**src/rtl/conv_window_feeder.sv**
```systemverilog
// Builds 3x3 raster windows from an 8-bit pixel stream and presents them with held weights/bias to the MAC.
// Latency: win_valid/image/frame_done one cycle after the accept that completes a window.
// Backpressure: pix_ready low only while waiting for weights; SOF-less pixels in READY are dropped.
module conv_window_feeder #(
    parameter int IMG_W = 8,
    parameter int IMG_H = 8,
    parameter int COL_W = 3,
    parameter int ROW_W = 3
) (
    input  logic        clk,
    input  logic        rst,
    input  logic [7:0]  pix_in,
    input  logic        pix_valid,
    input  logic        pix_sof,
    output logic        pix_ready,
    input  logic [35:0] wgt_in,
    input  logic [4:0]  bias_in,
    input  logic        wgt_load,
    output logic [71:0] image,
    output logic [35:0] weight,
    output logic [4:0]  exp_bias,
    output logic        win_valid,
    output logic        frame_done,
    output logic        wgt_err,
    output logic        sof_err
);

    typedef enum logic [1:0] {
        WAIT_WGT = 2'd0,
        READY    = 2'd1,
        STREAM   = 2'd2
    } state_t;

    localparam logic [COL_W-1:0] COL_LAST = COL_W'(IMG_W - 1);
    localparam logic [ROW_W-1:0] ROW_LAST = ROW_W'(IMG_H - 1);
    localparam logic [COL_W-1:0] COL_TWO  = COL_W'(2);
    localparam logic [ROW_W-1:0] ROW_TWO  = ROW_W'(2);

    state_t           r_state;
    state_t           w_state_nxt;
    logic [COL_W-1:0] r_col;
    logic [ROW_W-1:0] r_row;

    // Line buffers: lb1 holds the previous row, lb0 the row before that.
    logic [7:0]       r_lb0 [IMG_W];
    logic [7:0]       r_lb1 [IMG_W];

    // The two most recent columns; the third (rightmost) column is the one arriving now.
    logic [23:0]      r_wc0;
    logic [23:0]      r_wc1;

    logic             w_accept;
    logic             w_wgt_we;
    logic             w_wgt_err;
    logic             w_sof_err;
    logic             w_last;
    logic             w_win;
    logic [COL_W-1:0] w_col;
    logic [ROW_W-1:0] w_row;
    logic [7:0]       w_lb0_rd;
    logic [7:0]       w_lb1_rd;
    logic [23:0]      w_new_col;

    // A SOF pixel is always element (0,0), whatever the counters say.
    assign w_col     = pix_sof ? '0 : r_col;
    assign w_row     = pix_sof ? '0 : r_row;
    assign w_last    = (w_row == ROW_LAST) && (w_col == COL_LAST);
    assign w_win     = w_accept && (w_row >= ROW_TWO) && (w_col >= COL_TWO);
    assign w_lb0_rd  = r_lb0[w_col];
    assign w_lb1_rd  = r_lb1[w_col];
    assign w_new_col = {w_lb0_rd, w_lb1_rd, pix_in};
    assign pix_ready = (r_state != WAIT_WGT);

    // State register.
    always_ff @(posedge clk or negedge rst) begin
        if (!rst) r_state <= WAIT_WGT;
        else      r_state <= w_state_nxt;
    end

    // Next state, accept qualification and error detection.
    always_comb begin
        w_state_nxt = r_state;
        w_accept    = 1'b0;
        w_wgt_we    = 1'b0;
        w_wgt_err   = 1'b0;
        w_sof_err   = 1'b0;
        case (r_state)
            WAIT_WGT: begin
                if (wgt_load) begin
                    w_wgt_we    = 1'b1;
                    w_state_nxt = READY;
                end
            end
            READY: begin
                w_wgt_we = wgt_load;
                if (pix_valid) begin
                    if (pix_sof) begin
                        w_accept    = 1'b1;
                        w_state_nxt = STREAM;
                    end else begin
                        w_sof_err   = 1'b1;
                    end
                end
            end
            STREAM: begin
                w_wgt_err = wgt_load;
                if (pix_valid) begin
                    w_accept  = 1'b1;
                    w_sof_err = pix_sof;
                end
            end
            default: w_state_nxt = WAIT_WGT;
        endcase
        if (w_accept && w_last) w_state_nxt = READY;
    end

    // Row/column position of the next expected pixel.
    always_ff @(posedge clk or negedge rst) begin
        if (!rst) begin
            r_col <= '0;
            r_row <= '0;
        end else if (w_accept) begin
            if (w_last) begin
                r_col <= '0;
                r_row <= '0;
            end else if (w_col == COL_LAST) begin
                r_col <= '0;
                r_row <= w_row + ROW_W'(1);
            end else begin
                r_col <= w_col + COL_W'(1);
                r_row <= w_row;
            end
        end
    end

    // Line buffer update; contents need no reset as every entry is rewritten before it feeds a window.
    always_ff @(posedge clk) begin
        if (w_accept) begin
            r_lb0[w_col] <= w_lb1_rd;
            r_lb1[w_col] <= pix_in;
        end
    end

    // Shift window columns left on each accept.
    always_ff @(posedge clk or negedge rst) begin
        if (!rst) begin
            r_wc0 <= '0;
            r_wc1 <= '0;
        end else if (w_accept) begin
            r_wc0 <= r_wc1;
            r_wc1 <= w_new_col;
        end
    end

    // Publish a complete window in raster order; image holds between windows.
    always_ff @(posedge clk or negedge rst) begin
        if (!rst) begin
            image      <= '0;
            win_valid  <= 1'b0;
            frame_done <= 1'b0;
        end else begin
            win_valid  <= w_win;
            frame_done <= w_accept && w_last;
            if (w_win) begin
                image <= {r_wc0[23:16], r_wc1[23:16], w_new_col[23:16],
                          r_wc0[15:8],  r_wc1[15:8],  w_new_col[15:8],
                          r_wc0[7:0],   r_wc1[7:0],   w_new_col[7:0]};
            end
        end
    end

    // Weight/bias holding registers and error pulses.
    always_ff @(posedge clk or negedge rst) begin
        if (!rst) begin
            weight   <= '0;
            exp_bias <= '0;
            wgt_err  <= 1'b0;
            sof_err  <= 1'b0;
        end else begin
            wgt_err <= w_wgt_err;
            sof_err <= w_sof_err;
            if (w_wgt_we) begin
                weight   <= wgt_in;
                exp_bias <= bias_in;
            end
        end
    end

endmodule

```
**config.mk**
```make
export PLATFORM = sky130hd
export DESIGN_NAME = conv_window_feeder
export DESIGN_NICKNAME = d
export VERILOG_FILES = /design/src/rtl/conv_window_feeder.sv
export SDC_FILE = /design/constraint.sdc
export NUM_CORES = 1
export LEC_CHECK = 0
export ABC_AREA = 1
export CELL_PAD_IN_SITES_DETAIL_PLACEMENT = 1
export CELL_PAD_IN_SITES_GLOBAL_PLACEMENT = 2
export CORE_ASPECT_RATIO = 0.9
export CORE_MARGIN = 2
export CORE_UTILIZATION = 38
export DETAILED_ROUTE_END_ITERATION = 7
export GPL_ROUTABILITY_DRIVEN = 0
export PLACE_DENSITY = 0.82
export SLEW_MARGIN = 20
export SYNTH_ARGS = -nofsm -noshare
export SYNTH_HDL_FRONTEND = slang
export SYNTH_SLANG_ARGS = --single-unit
```
**constraint.sdc**
```tcl
create_clock -name clk -period 5.5 [get_ports clk]
set_input_delay 0.825 -clock clk [delete_from_list [all_inputs] [get_ports clk]]
set_output_delay 0.825 -clock clk [all_outputs]
set_load 0.01 [all_outputs]
```
# After elaboration in Yosys (flattened, before gate mapping)
# Memory sizes are Yosys's and may differ from the RTL's.
# Index checks and enable logic that the tools add are counted.
# totals
ff_bits	173
out_inout_bits	118
mem_bits_rw	128
memories	2
wordCells	57
input_bits	54
# memory_table
memory	words	word_bits	read_ports	rd_clocked_by_memory_dff	wr	line	source
r_lb0	8	8	1	0	1	45	logic [7:0] r_lb0 [IMG_W];
r_lb1	8	8	1	0	1	46	logic [7:0] r_lb1 [IMG_W];
# op_classes
n_eq_ne	8
reduce_logical	7
addsub	2
mux	24
n_lt_le_gt_ge	2
# op_table
operator	count
3-bit 2-to-1 mux	6
1-bit 2-to-1 mux	10
3-bit != test, second input constant	3
2-bit 2-to-1 mux	4
3-bit by 1-bit adder with 3-bit output, second input constant	2
3-bit equality test, second input constant	2
3-bit by 2-bit >= comparator with 1-bit output, second input constant	2
1-bit case mux with 2 select lines	3
2-bit case mux with 3 select lines	1
1-bit logical AND	4
4-bit AND reduction	1
2-bit by 1-bit equality test with 1-bit output, second input constant	1
2-bit equality test, second input constant	1
2-bit logical NOT	1
2-bit != test, second input constant	1
2-bit nonzero test	1

# Depth between registers and ports, before layout
# Gate-level depths: netlist of run 1.
# logic_depth
depth_word	6
depth_mapped	13
mapped_depth_nobuf	12

# Worst setup path before layout of run 1
# No wires, ideal clock.
# synth_timing
path_type	input -> register
startpoint	input port pix_sof
endpoint	memory r_lb0[5][0], enable pin
path_slack_ps	2399
setup_ps	409
t_arrival_ps	2692
stages	7
n_path_buf	2
required_time_ps	5091
cell_sequence	inv_2 -> buf_4 -> nand2_1 -> nor2_4 -> buf_2 -> inv_1 -> nor3_1
# synth_via
elab_chain_len	5
elab_cells_between_ends	6
cone_classes	mux (6)
# synth_lines
element	line	source
start: declaration	14	input logic pix_sof,
1-bit 2-to-1 mux	97	if (pix_sof) begin
1-bit 2-to-1 mux	96	if (pix_valid) begin
1-bit case mux with 2 select lines	87	case (r_state)
1-bit 2-to-1 mux	138	if (w_accept) begin
1-bit 2-to-1 mux (implied by the code)	139	r_lb0[w_col] <= w_lb1_rd;
end: declaration	45	
# Parallel ways exist; a longest one is shown, timed or not.

# Worst setup path after layout of run 1
# layout_timing
startpoint	input port pix_sof
endpoint	register image[16]
# layout_via
elab_chain_len	5
elab_cells_between_ends	9
cone_classes	order compare (2); mux (5); reduce/logical (2)
# layout_lines
element	line	source
parallel branches: the longest is 4 deep, another holds 3-bit by 2-bit >= comparator with 1-bit output	--	
1-bit logical AND (*)	68	assign w_win = w_accept && (w_row >= ROW_TWO) && (w_col >= COL_TWO);
end signal: assignment	165	image <= {r_wc0[23:16], r_wc1[23:16], w_new_col[23:16],
end: declaration	19	output logic [71:0] image,
# Mark *: on every way between the ends.
# A chain may end at the register's enable or synchronous reset.

==> results.yml, run 1 <==
status:
  status: "finished clean"
logic_synthesis:
  synth_top_area_share: 0.353
  synth-edff-count: 128
  synth_area_sq_um: 12300
  ys_seq_area_frac: 0.666
  yosysTopAreaCell: "dfrtp_1"
  synthDistinctLibCells: 27
  yosys_warnings: 0
  synth.area.top_cells: "dfrtp_1, edfxtp_1, nand2_1"
  async_reset_ff_frac: 0.575
  synth_ff_type: "dfrtp_1"
  synth_area_per_cell_sq_um: 10.4
  synth_cells: 1178
  synthTopCellsByCount: "nand2_1, inv_1, dfrtp_1"
  synth-seq-cells: 301
  yosysMostFrequentCell: "nand2_1"
  synth_nets: 1242
pwr:
  ir_worst_vdd_mv: 0.269
  p_leak_nw: 7.10
  power_per_cell_area_nw_per_um2: 443
layout:
  n_antenna_cell: 0
  syn2layout_area_growth_pct: 26.6
  finalNetCount: 1414
  n_fill_cell: 3502
  drive_gt1_frac: 0.0918
route:
  wl_mm: 31.8
  wl_per_cell_microns: 17.8
  initialDrtViolationCount: 513
  post-route-drc-count: 0
  num_vias: 8577
  drtPass1Iterations: 4
  ant_nets: 0
  avgViaCountPerCell: 4.79
worst_setup_path:
  critPathMaxStageDelay_ns: 0.76
  r2r_end: "image[29]"
  worst-r2r-cell-count: 9
  critPathArrivalTime_ns: 3.64
  cpMaxStageDelayCell: "buf_4"
  crit_chain: "clkdlybuf4s50_1 -> inv_2 -> buf_4 -> o21ai_2 -> nand2_1 -> nand3_4 -> buf_4 -> o21ai_0"
  worst-path-max-fanout: 104
  required_ns: 5.85
  r2r_slack_ns: 2.60
  start_kind: "primary input"
  cpMostUsedCell: "buf_4"
  critPathBufInv: 4
  crit_type: "in -> reg"
  cpLargestDelayFamily: "buffers and inverters"
  worstReg2RegStart: "r_state[1]"
  end_kind: "flip-flop"
cts:
  htreeDepth: 2
  cts_sinks: 301
  post_cts_buffers: 0
  cts-root-buf: "clkbuf_16"
  clkTransAtPathRegs_ns: 0.06
  clock_path_buffers: 3
  cts_tree: "yes"
  post_cts_resized: 0
  cts_made_buffers: 34
  clock_latency_ns: 0.52
  ctsHoldBuffers: 0
place:
  io_buffers: 171
  dp_hpwl_mm: 20.7
sta:
  slew_violations: 0
  whs_ns: 0.356
  slew_headroom: 0.317
  worst_pin_slew_ns: 1.02
  finalHoldViolations: 0
  setup_viol_count_final: 0
  min_period_over_period: 0.598
  setup-tns-final_ns: 0
  period_minus_slack_ns: 3.29
  fmax_ghz: 0.304
  fin_skew_ns: 0.0146
  grt_setup_unrepaired: "false"
global_routing:
  grt_pass1_vias: 8707
  grtUsageTotal: 0.191
  grt_pass1_wl_mm: 50.4
  grt_max_degree: 105
  antenna_found_initial: 0
  gr-total-overflow: 0
hold_path:
  hold_path.class: "in -> async"
die:
  io_pins: 172
  core_sq_um: 31900
  start_util: 0.385
  die_h_microns: 174
  rows: 62
  die_width_microns: 193
  die_area_sq_um: 33800
run:
  drv_cap: 0
-- logic make-up after synthesis --
logic type | share of synthesized area
multiplexers | 0.0376
AO/OA/AOI/OAI | 0.0469
flip-flops | 0.666
adder cells (fa/ha/maj) | 0.0102
buffers and inverters | 0.0783
AND/OR/NAND/NOR | 0.161
-- power by group --
| part | switching (mW) | internal [mW] | total, mW |
|---|---|---|---|
| clock network | 0.891 | 1.39 | 2.28 |
| registers | 0.176 | 2.79 | 2.96 |
| logic | 0.959 | 0.680 | 1.64 |
-- cells in the final DEF, fill, tap and decap left out, drive strengths merged, types with 18 or more instances in the layout --
| cell type | instances |
|---|---|
| o21ai | 106 |
| clkbuf | 47 |
| edfxtp | 128 |
| buf | 18 |
| nand2 | 356 |
| mux2 | 41 |
| dfrtp | 173 |
| clkdlybuf4s50 | 170 |
| nand3 | 100 |
| inv | 186 |
-- how the worst max path moves through the flow --
stage	depth (start not counted)	from	endpoint
final	8	pix_sof	image[16]
after floorplan	7	pix_sof	r_lb0[5][0]
after CTS	9	pix_sof	image[42]
after global routing	9	pix_sof	image[40]
after global placement	8	pix_sof	image[17]
after detailed placement	8	pix_sof	image[16]
-- per-stage QoR --
step | setup WS, ns | total power, mW | instances | area [sq um] | util
finish | 2.21 | 6.88 | 1789 | 15500 | 0.487
global placement | 1.74 | 4.59 | 1730 | 14400 | 0.452
floorplan | 2.40 | 3.88 | 1178 | 12300 | -
global route | 1.95 | 7.26 | 1789 | 15500 | 0.487
CTS | 2.17 | 6.98 | 1789 | 15500 | 0.487
detailed placement | 1.65 | 4.66 | 1730 | 14400 | 0.452
-- area by class of cell --
type | count | area, sq um | area share
Inverter | 185 | 694 | 0.0447
Timing Repair Buffer | 188 | 1840 | 0.118
Multi-Input combinational cell | 640 | 3190 | 0.205
Tap cell | 416 | 520 | 0.0335
Sequential cell | 301 | 8170 | 0.526
Clock buffer | 47 | 982 | 0.0632
Clock inverter | 12 | 140 | 0.00902
-- per-layer routing --
metal  track usage  wire length, microns  up-vias
met2         0.311                 15300      143
met1         0.261                 14600     4267
met3        0.0307                  1130       51
li1              -                     -     4116
met4        0.0649                   844        0
met5             0                     0        -
-- state kept, by name, summed over array words and instances, names as in the netlist, 2 cells and up --
name / cells
r_lb0: 64
r_wc1: 24
r_row: 3
weight: 36
r_lb1: 64
r_wc0: 24
image: 72
exp_bias: 5
r_state: 2
r_col: 3
No activity file was read; power rests on OpenSTA's default activity.
==> run 2, diff against run 1 <==
--- a/config.mk
+++ b/config.mk
@@ -10,10 +10,10 @@
 export CELL_PAD_IN_SITES_GLOBAL_PLACEMENT = 2
 export CORE_ASPECT_RATIO = 0.9
 export CORE_MARGIN = 2
-export CORE_UTILIZATION = 38
+export CORE_UTILIZATION = 35
 export DETAILED_ROUTE_END_ITERATION = 7
 export GPL_ROUTABILITY_DRIVEN = 0
-export PLACE_DENSITY = 0.82
+export PLACE_DENSITY = 0.76
 export SLEW_MARGIN = 20
 export SYNTH_ARGS = -nofsm -noshare
 export SYNTH_HDL_FRONTEND = slang
==> constraint.sdc (replaced) <==
create_clock -name clk -period 3.1 [get_ports clk]
set_input_delay 0.465 -clock clk [delete_from_list [all_inputs] [get_ports clk]]
set_output_delay 0.465 -clock clk [all_outputs]
set_load 0.01 [all_outputs]
==> run 2 against run 1 <==
Against the previous run:
- worst hold slack better by 0.12 ns
- setup slack worse by 1.7 ns
- flip-flop and latch count unchanged
- clock skew down 0.0025 ns
- die area up 8.4%
- sequential power up 78%
- non-clock buffer count up 15
- largest cell class unchanged
- combinational power up 88%
- register-to-register slack worse by 2.1 ns
==> results.yml, run 2 (synthesis gave the netlist of run 1 again) <==
pwr:
  ir_worst_vdd_mv: 0.450
  p_int_mw: 8.67
  power_per_cell_area_nw_per_um2: 784
  fin_total_pwr_mw: 12.4
  switching_share: 0.300
  p_comb_frac: 0.249
  p_leak_nw: 7.18
  p_clk_frac: 0.326
  p_sw_mw: 3.71
  p_seq_frac: 0.425
global_routing:
  grt_pass1_wl_mm: 51.5
  grt_max_degree: 105
  grtUsageTotal: 0.181
  gr-total-overflow: 0
  antenna_found_initial: 0
  grt_pass1_vias: 8869
die:
  die_width_microns: 201
  die_h_microns: 182
  die_area_sq_um: 36600
  rows: 65
  io_pins: 172
  core_sq_um: 34800
  start_util: 0.353
sta:
  fin_ws_ns: 0.486
  worst_pin_slew_ns: 0.712
  fmax_ghz: 0.383
  period_minus_slack_ns: 2.61
  grt_setup_unrepaired: "false"
  slew_violations: 0
  setup-tns-final_ns: 0
  whs_ns: 0.478
  slew_headroom: 0.525
  finalHoldViolations: 0
  setup_viol_count_final: 0
  min_period_over_period: 0.843
  fin_skew_ns: 0.0122
route:
  drtPass1Iterations: 4
  num_vias: 8565
  avgViaCountPerCell: 4.61
  initialDrtViolationCount: 475
  wl_per_cell_microns: 17.5
  ant_nets: 0
  post-route-drc-count: 0
  wl_mm: 32.6
layout:
  finalNetCount: 1429
  layout.cells.non_filler: 1858
  syn2layout_area_growth_pct: 28.7
  post-route-util: 0.454
  n_antenna_cell: 0
  drive_gt1_frac: 0.100
  final_cell_mix: "nand2_1, inv_1, dfrtp_1"
  final_common_cell: "nand2_1"
  largest_reg_flops: 72
  top_regs: "image (72), r_lb0 (64), r_lb1 (64)"
  regMostFlops: "image"
  fin_area_sq_um: 15800
cts:
  clkTransAtPathRegs_ns: 0.06
  clock_path_buffers: 3
  cts_sinks: 301
  clock_latency_ns: 0.52
  htreeDepth: 2
  cts_tree: "yes"
  cts_made_buffers: 34
  post_cts_buffers: 0
  cts-root-buf: "clkbuf_16"
place:
  io_buffers: 171
  dpl_worst_slack_ns: 0.242
  place_area_sq_um: 14700
  dp_hpwl_mm: 21.8
  dpl.cell_count: 1797
worst_setup_path:
  required_ns: 3.55
  critPathArrivalTime_ns: 3.06
  start_kind: "flip-flop"
  worst-r2r-cell-count: 7
  crit_type: "reg -> reg"
  end_kind: "flip-flop"
  worst-path-max-fanout: 78
hold_path:
  hold_depth: 2
  hold_path.class: "reg -> reg"
status:
  status: "finished clean"
run:
  drv_cap: 0
-- run 2: cell types whose count changed in the layout (fill, tap and decap cells not counted), moves of 2 or more --
cell        change
buf_12          +7
buf_4           +7
clkbuf_8        -2
clkinv_1        +2
clkinvlp_4      +2
-- run 2: worst paths after layout --
check / from / to / slack (ns)
setup / recovery: r_state[1] / r_wc1[12] / 0.49
hold / removal: image[53] / image[53] / 0.48
setup reg to reg: r_state[1] / r_wc1[12] / 0.49
hold reg to reg: image[53] / image[53] / 0.48
max in group asynchronous: rst / image[26] / 1.82
min in group asynchronous: rst / weight[17] / 0.54
-- run 2: repair_timing --
action,CTS,global route
endpoints found under the setup margin,0,0
resized for setup,0,0
hold endpoints to repair,67,0
hold buffers,1,0
-- run 2: area by class of cell --
class,instances,area (sq um)
fill,3876,19000
sequential,301,8170
multi-input combinational,640,3180
timing repair buffer,203,2040
clock buffer,45,955
inverter,185,694
tap,469,587
clock inverter,15,158
-- run 2: layer usage --
metal	vias to the layer above	part of all wire	track usage
li1	4143	-	-
met1	4247	0.49	0.257
met2	134	0.46	0.287
met3	41	0.041	0.0346
met4	0	0.015	0.0447
met5	-	0	0
-- run 2: worst max-delay path, stage by stage, from the launching register on --
cell	delay, ns
dfrtp_1	0.40
inv_1	0.11
ha_1	0.31
nand2_1	0.14
a21oi_4	0.36
buf_4	0.61
o21ai_0	0.36
nand2_1	0.16
-- run 2: power groups by stage --
| stage | clock network, mW | registers [mW] | logic [mW] |
|---|---|---|---|
| final | 4.04 | 5.27 | 3.08 |
| after global routing | 4.30 | 5.35 | 3.41 |
| after CTS | 4.15 | 5.27 | 3.12 |
| after detailed placement | 0 | 5.35 | 3.10 |
| after global placement | 0 | 5.31 | 3.05 |
| after floorplan | 0 | 5.40 | 1.49 |
==> run 3, diff against run 2 <==
==> constraint.sdc (replaced) <==
create_clock -name clk -period 2.67 [get_ports clk]
set_input_delay 0.4005 -clock clk [delete_from_list [all_inputs] [get_ports clk]]
set_output_delay 0.4005 -clock clk [all_outputs]
set_load 0.01 [all_outputs]
==> run 3 against run 2 <==
Against the previous run:
- flip-flop and latch count is the same
- via count rose by 1.6%
- clock-buffer cell count increased by 6
- critical endpoint is now r_wc1[11]
- highest routed layer unchanged
==> results.yml, run 3 (synthesis gave the netlist of run 1 again) <==
status:
  status: "finished clean"
route:
  wl_mm: 33.0
  post-route-drc-count: 0
  wl_per_cell_microns: 17.5
  avgViaCountPerCell: 4.63
  num_vias: 8698
  initialDrtViolationCount: 540
  drtPass1Iterations: 4
  ant_nets: 0
worst_setup_path:
  crit_type: "reg -> reg"
  worstSetupStartpoint: "r_state[1]"
  worst-r2r-cell-count: 7
  required_ns: 3.13
  critPathArrivalTime_ns: 2.88
  r2r_end: "r_wc1[11]"
  start_kind: "flip-flop"
  worstReg2RegStart: "r_state[1]"
  r2r_slack_ns: 0.25
  end_kind: "flip-flop"
  worst-path-max-fanout: 79
global_routing:
  grt_pass1_vias: 8944
  gr-total-overflow: 0
  grt.met2_usage: 0.288
  grt_pass1_wl_mm: 52.2
  grt_max_degree: 94
  use_met3: 0.0262
  grt_use_met1: 0.265
  busiest_layer: "met2"
  antenna_found_initial: 0
  grtUsageTotal: 0.183
die:
  die_width_microns: 201
  core_sq_um: 34800
  rows: 65
  die_h_microns: 182
  die_area_sq_um: 36600
  start_util: 0.353
  io_pins: 172
sta:
  worst_pin_slew_ns: 0.727
  grt_setup_unrepaired: "false"
  min_period_over_period: 0.905
  slew_violations: 0
  period_minus_slack_ns: 2.42
  slew_headroom: 0.515
  fmax_ghz: 0.414
  setup_viol_count_final: 0
  fin_skew_ns: 0.0234
  finalHoldViolations: 0
layout:
  n_fill_cell: 3886
  drive_gt1_frac: 0.114
  regMostFlops: "image"
  top_regs: "image (72), r_lb0 (64), r_lb1 (64)"
  syn2layout_area_growth_pct: 30.6
  final_common_cell: "nand2_1"
  final_cell_mix: "nand2_1, inv_1, dfrtp_1"
  largest_reg_flops: 72
  fin_area_sq_um: 16000
  finalNetCount: 1447
pwr:
  power_per_cell_area_nw_per_um2: 913
  p_leak_nw: 7.32
  fin_total_pwr_mw: 14.6
  p_clk_frac: 0.333
  p_int_mw: 10.3
  p_seq_frac: 0.418
  switching_share: 0.298
  p_sw_mw: 4.36
  ir_worst_vdd_mv: 0.548
  p_comb_frac: 0.250
cts:
  ctsHoldBuffers: 1
  cts-root-buf: "clkbuf_16"
  cts_sinks: 301
  clock_latency_ns: 0.53
  cts_tree: "yes"
  post_cts_buffers: 0
  cts_made_buffers: 36
  post_cts_resized: 0
  clkTransAtPathRegs_ns: 0.06
  htreeDepth: 2
  clock_path_buffers: 3
run:
  drv_cap: 0
place:
  io_buffers: 171
  dp_hpwl_mm: 22.3
  place_area_sq_um: 14800
hold_path:
  hold_path.class: "in -> async"
==> run 3: cell types whose count changed in the layout (fill, tap and decap cells not counted), sizes merged <==
| cell | delta |
|---|---|
| buf | +16 |
| bufinv | -1 |
| clkbuf | +6 |
| clkinv | +3 |
| clkinvlp | -2 |
| diode | +1 |
| inv | -1 |
==> run 3: per-stage QoR <==
stage / worst slack (ns) / cells / utilization / hold WS (ns) / TNS [ns]
2_1_floorplan: -0.200 / 1178 / - / 0.105 / -12.80
3_3_place_gp: 0.171 / 1813 / 0.426 / 0.413 / 0
3_5_place_dp: 0.0540 / 1813 / 0.426 / 0.413 / 0
4_1_cts: 0.253 / 1879 / 0.461 / 0.418 / 0
5_1_grt: 0.0420 / 1879 / 0.461 / 0.477 / 0
6_report: 0.254 / 1880 / 0.461 / 0.446 / 0
==> run 3: per-layer routing <==
metal	routed length [microns]	vias up	share of wire
met4	597	0	0.018
met3	1400	39	0.043
met2	15100	162	0.46
li1	-	4169	-
met1	15800	4328	0.48
met5	0	-	0
==> run 3: how the worst max path moves through the flow <==
stage	depth (start not counted)	to
2_1_floorplan	7	r_lb0[1][0]
3_3_place_gp	7	r_wc1[11]
6_report	7	r_wc1[11]
3_5_place_dp	7	r_wc1[11]
4_1_cts	7	r_wc1[11]
5_1_grt	7	r_wc1[11]
==> run 3: power groups by stage <==
| stage | Sequential [mW] | Clock [mW] | Combinational (mW) |
|---|---|---|---|
| floorplan | 6.27 | 0 | 1.73 |
| global placement | 6.17 | 0 | 3.62 |
| detailed placement | 6.21 | 0 | 3.69 |
| CTS | 6.12 | 5.02 | 3.71 |
| global route | 6.22 | 5.19 | 4.03 |
| finish | 6.12 | 4.87 | 3.66 |
==> run 3: critical path: stages, from the launching register on <==
cell,delay (ns)
dfrtp_1,0.39
inv_1,0.12
ha_1,0.31
nand2_1,0.14
a21oi_4,0.23
buf_4,0.59
o21ai_0,0.35
nand2_1,0.14
==> run 3: final cells by class <==
class | instances | area [sq um] | area share
Timing Repair Buffer | 219 | 2200 | 0.137
Sequential cell | 301 | 8170 | 0.510
Inverter | 185 | 694 | 0.0433
Clock inverter | 14 | 135 | 0.00843
Tap cell | 469 | 587 | 0.0366
Antenna cell | 1 | 2.50 | 0.000156
Multi-Input combinational cell | 640 | 3180 | 0.198
Clock buffer | 51 | 1060 | 0.0661
